===== config.mk =====
export PLATFORM = sky130hd
export DESIGN_NAME = button_debouncer
export DESIGN_NICKNAME = d
export VERILOG_FILES = /design/src/rtl/debounce_pkg.sv /design/src/rtl/sync_2ff.sv /design/src/rtl/button_debouncer.sv
export SDC_FILE = /design/constraint.sdc
export NUM_CORES = 1
export LEC_CHECK = 0
export CAP_MARGIN = 25
export CORE_MARGIN = 5
export CORE_UTILIZATION = 52
export CTS_CLUSTER_DIAMETER = 200
export CTS_CLUSTER_SIZE = 25
export DETAILED_ROUTE_END_ITERATION = 7
export PLACE_DENSITY = 0.7
export SYNTH_ARGS = -nofsm -noshare
export SYNTH_HDL_FRONTEND = slang
export SYNTH_SLANG_ARGS = --single-unit

===== constraint.sdc =====
create_clock -name clk -period 2.1 [get_ports clk]
set_input_delay 0.42 -clock clk [delete_from_list [all_inputs] [get_ports clk]]
set_output_delay 0.42 -clock clk [all_outputs]
set_load 0.005 [all_outputs]

===== src/rtl/debounce_pkg.sv =====
// debounce_pkg: shared state encoding and default qualification time for input debouncers
package debounce_pkg;
  typedef enum logic [1:0] {
    IDLE_LOW  = 2'b00,
    WAIT_HIGH = 2'b01,
    IDLE_HIGH = 2'b11,
    WAIT_LOW  = 2'b10
  } state_t;
  localparam int DEFAULT_STABLE_CYCLES = 50000;
endpackage


===== src/rtl/sync_2ff.sv =====
// sync_2ff: two-flop synchroniser with async active-low reset to a selectable level
module sync_2ff #(
  parameter logic RST_VAL = 1'b0
) (
  input  logic clk,
  input  logic rst_n,
  input  logic d,
  output logic q
);
  logic meta;
  always_ff @(posedge clk or negedge rst_n) begin
    if (!rst_n) begin
      meta <= RST_VAL;
      q    <= RST_VAL;
    end else begin
      meta <= d;
      q    <= meta;
    end
  end
endmodule


===== src/rtl/button_debouncer.sv =====
// button_debouncer: synchronises and filters a bouncing button into a clean level plus press/release pulses
module button_debouncer
  import debounce_pkg::*;
#(
  parameter int STABLE_CYCLES = DEFAULT_STABLE_CYCLES,
  parameter bit ACTIVE_LOW    = 1'b1
) (
  input  logic clk,
  input  logic rst_n,
  input  logic btn_raw,
  output logic btn_level,
  output logic btn_press,
  output logic btn_release
);
  localparam int CW = $clog2(STABLE_CYCLES + 1);
  localparam logic [CW-1:0] LAST = CW'(STABLE_CYCLES - 1);
  logic s;
  state_t state, state_n;
  logic [CW-1:0] cnt, cnt_n;
  logic level_n, press_n, release_n;
  sync_2ff #(.RST_VAL(1'b0)) u_sync (
    .clk  (clk),
    .rst_n(rst_n),
    .d    (ACTIVE_LOW ? ~btn_raw : btn_raw),
    .q    (s)
  );
  always_ff @(posedge clk or negedge rst_n) begin
    if (!rst_n) begin
      state       <= IDLE_LOW;
      cnt         <= '0;
      btn_level   <= 1'b0;
      btn_press   <= 1'b0;
      btn_release <= 1'b0;
    end else begin
      state       <= state_n;
      cnt         <= cnt_n;
      btn_level   <= level_n;
      btn_press   <= press_n;
      btn_release <= release_n;
    end
  end
  // Any sample disagreeing with the candidate level drops back to idle and discards the count
  always_comb begin
    state_n   = state;
    cnt_n     = cnt;
    level_n   = btn_level;
    press_n   = 1'b0;
    release_n = 1'b0;
    case (state)
      IDLE_LOW: if (s) begin
        state_n = WAIT_HIGH;
        cnt_n   = CW'(1);
      end
      WAIT_HIGH: if (!s) begin
        state_n = IDLE_LOW;
        cnt_n   = '0;
      end else if (cnt == LAST) begin
        state_n = IDLE_HIGH;
        cnt_n   = '0;
        level_n = 1'b1;
        press_n = 1'b1;
      end else cnt_n = cnt + CW'(1);
      IDLE_HIGH: if (!s) begin
        state_n = WAIT_LOW;
        cnt_n   = CW'(1);
      end
      WAIT_LOW: if (s) begin
        state_n = IDLE_HIGH;
        cnt_n   = '0;
      end else if (cnt == LAST) begin
        state_n   = IDLE_LOW;
        cnt_n     = '0;
        level_n   = 1'b0;
        release_n = 1'b1;
      end else cnt_n = cnt + CW'(1);
    endcase
  end
endmodule

==> results.md <==
* Status: complete, no violations
* Clock share of power at 14.2%
* # H-tree levels at 1
* Syn-to-layout area delta at 9.34%
* Max_cap viols at 0
* Worst path cell trace: ha_1, and3_1, and4_1, buf_4, or4b_1, o21ai_1
* Worst Path Max Fanout at 14
* Slew @ Worst Pin at 0.369 ns
* Flop pwr share at 37.7%
* Port buffer count at 5
* Drt wl/cell at between 15 and 20 microns
* Part of the cycle the worst path needs at 91.9%
* Pin count of the biggest net entering global routing at 24
* Post-synthesis cell count at 152
* Hold/Removal Path Class: register to register
* Overall Global Routing Usage at between 10% and 20%
* Vias in the first global route at around 1,200
* Logic pwr share at 48.1%
* RSZ-0062 raised after global routing: no
* Number of nets with antenna violations after detailed routing at 0
* Register area share after synthesis at 38.7%
* Inserted Diodes at 0
* Initial antenna violation count at 0
* DP Worst Slack at 0.190 ns
* Endpoints failing hold at 0
* Setup Total Neg Slack at 0 ns
* Avg Cell Area, Syn at slightly below 10 sq um
* Syn. warnings at 0
* Drt pass-1 iters at 4
* Post-synth top flop: dfrtp_1
* Post-route DRC at 0
* CP Data Required Time at ~2.4 ns
* Root Buffer: clkbuf_4
* Synthesized flop and latch total at 23
* Final Max Tran Viols at 0
* WP data arrival at 2.19 ns
* Clock-pin transition on the worst setup and hold timing paths at 0.13 ns
* Psw at 602 uW
* Vias/cell at between 6 and 7
* Die H at 63.5 microns
* Share of cells above drive strength 1 at 13.5%
* Rows at 19
* Clock Sinks at 23
* GRT overflow at 0
* Initial drt markers at 81
* Pwr Density at 913 nW/um^2
* Final Worst Setup Slack at ~0.17 ns
* Fill cells at 231
* Slowest cell on the critical path: or4b_1
* Final setup viols at 0
* Inserted Clock Buffers at 3
* Switch share at roughly two fifths
* CP delay by family, top: simple AND/OR/NAND/NOR gates
* Gpl congestion at about 0.85
* Synth async-reset ratio at 100%
* Synth Net Count at between 150 and 200
* Post-CTS setup buffers at 0
* Die W at 63.5 microns
* Worst Setup End Kind: register
* Mapped Area at 1490 sq um
* Ports at 6
* Int Power at 883 uW
* Hpwl dp at roughly 2300 microns
* Setup CP Type: register to register
* Max transition margin at about 75%
* Fmax at ~520 MHz
* Layout net count at 172
* CTS tree: built
* Die area at 4030 sq um
* Final worst path period need at approximately 1.9 ns
* Lkg Pwr at 0.664 nW
* Maximum clock path buffer count at 2
* Core footprint at 2760 sq um
* Clk_skew at ~0.005 ns
* Number of synthesized flops with an enable pin at 0
* Skew-Pair Late Insertion Delay at 0.32 ns
* Total Wirelength at 3180 microns
* DR vias at between 1,000 and 1,500
* CP max stage delay at just over 0.5 ns
* Global-route wire length before repair at 5630 microns
* Kind of start point of the critical path: register
* Initial core utilization at 53.9%
* Synth unique cells at 48
* Critical path buffers and inverters at 1
* VDD IR max at slightly below 800 uV
cells by family (layout without fill, tap and decap cells):
logic type / Yosys count / in the layout / share of synthesized area, %
and+or+nand+nor: 64 / 64 / 25.1
AOI/OAI and AO/OA: 39 / 39 / 20.8
DFF: 23 / 23 / 38.7
buffers and inverters: 16 / 27 / 6.81
adders and majority gates: 5 / 5 / 4.21
muxes: 5 / 5 / 4.37
worst reg2reg max path, cell delays in order (launching register included):
cell,delay [ns]
dfrtp_1,0.43
ha_1,0.24
and3_1,0.22
and4_1,0.20
buf_4,0.19
or4b_1,0.51
o21ai_1,0.08
cell type report:
type,count,area [sq um],share of cell area [%]
Tap cell,31,38.8,2.38
Multi-Input combinational cell,113,813,50.0
Clock buffer,3,22.5,1.38
Sequential cell,23,576,35.4
Inverter,7,26.3,1.62
Clock inverter,1,5.00,0.308
Timing Repair Buffer,16,145,8.92
cells in the final DEF, fill, tap and decap left out, types with 2 or more instances in the layout:
| cell type | count |
|---|---|
| o22a_1 | 4 |
| clkdlybuf4s50_1 | 5 |
| nand2_1 | 12 |
| buf_4 | 10 |
| and3_1 | 4 |
| nand4_1 | 4 |
| a22o_1 | 2 |
| a21oi_1 | 3 |
| mux2_2 | 2 |
| nor3_1 | 9 |
| o311ai_0 | 3 |
| nor4_1 | 4 |
| mux2i_1 | 2 |
| nand3_1 | 5 |
| nor2_1 | 10 |
| a311oi_1 | 2 |
| inv_1 | 7 |
| nand2b_1 | 2 |
| o21ai_0 | 3 |
| o21a_1 | 7 |
| ha_1 | 5 |
| o311ai_1 | 2 |
| clkbuf_4 | 3 |
| nor3b_1 | 2 |
| o31ai_1 | 3 |
| dfrtp_1 | 23 |
path summary, 6_finish.rpt:
path / from / to / slack, ns / cells past startpoint
worst max-delay path: cnt[0]$_DFFE_PN0P_ / cnt[4]$_DFFE_PN0P_ / 0.17 / 6
worst min-delay path: u_sync.meta$_DFF_PN0_ / u_sync.q$_DFF_PN0_ / 0.37 / 0
worst max register to register: cnt[0]$_DFFE_PN0P_ / cnt[4]$_DFFE_PN0P_ / 0.17 / 6
worst min register to register: u_sync.meta$_DFF_PN0_ / u_sync.q$_DFF_PN0_ / 0.37 / 0
max in group asynchronous: rst_n / cnt[4]$_DFFE_PN0P_ / 1.44 / 2
min in group asynchronous: rst_n / cnt[1]$_DFFE_PN0P_ / 0.43 / 2
timing repair:
action                                  in CTS  in global routing
gates resized for setup                      0                  1
endpoints found under the setup margin       0                  4
hold buffers                                 0                  0
sequential cells by signal, indices dropped and copies added (netlist names):
signal,flops
btn_level,1
u_sync.meta,1
u_sync.q,1
state,2
btn_release,1
cnt,16
btn_press,1
cell usage after synthesis (2+ instances only):
cell | count | area share [%]
a22o_1 | 2 | 1.2
nand3_1 | 5 | 1.7
nand2_1 | 13 | 3.3
buf_6 | 5 | 3.8
ha_1 | 5 | 4.2
mux2i_1 | 2 | 1.3
inv_1 | 7 | 1.8
o31ai_1 | 3 | 1.5
nor2_1 | 10 | 2.5
o22a_1 | 4 | 2.4
o311ai_1 | 2 | 1.2
a311oi_1 | 2 | 1.2
o311ai_0 | 3 | 1.8
nand2b_1 | 2 | 0.84
o21ai_0 | 3 | 1.0
nor3b_1 | 2 | 1.0
a21oi_1 | 3 | 1.0
buf_2 | 3 | 1.0
dfrtp_1 | 23 | 39
and3_1 | 4 | 1.7
nor3_1 | 9 | 3.0
nor4_1 | 4 | 1.7
nand4_1 | 4 | 1.7
o21a_1 | 7 | 3.5
mux2_2 | 2 | 1.5
per-stage QoR:
| step | area, sq um | instances | hold WS [ns] | utilization [%] | total power [mW] |
|---|---|---|---|---|---|
| after floorplan | 1490 | 152 | 0.124 | - | 1.09 |
| final | 1630 | 194 | 0.370 | 59.0 | 1.48 |
| after CTS | 1620 | 194 | 0.375 | 58.9 | 1.49 |
| after global routing | 1630 | 194 | 0.384 | 59.0 | 1.61 |
| after global placement | 1600 | 190 | 0.341 | 57.9 | 1.25 |
| after detailed placement | 1600 | 190 | 0.344 | 57.9 | 1.27 |
power by group through the flow:
stage | combinational [mW] | clock, mW | sequential [mW]
final | 0.714 | 0.211 | 0.560
after global routing | 0.803 | 0.242 | 0.568
after CTS | 0.707 | 0.220 | 0.559
after detailed placement | 0.704 | 0 | 0.569
after global placement | 0.687 | 0 | 0.563
after floorplan | 0.535 | 0 | 0.555
routing by layer:
| layer | up-vias | wire (microns) | track usage (%) |
|---|---|---|---|
| met1 | 581 | 1550 | 25.0 |
| met3 | 4 | 182 | 3.20 |
| met4 | 0 | 40 | 7.79 |
| met2 | 38 | 1410 | 24.4 |
| met5 | - | 0 | 0 |
| li1 | 602 | - | - |
Power figures use the tool's default switching activity.
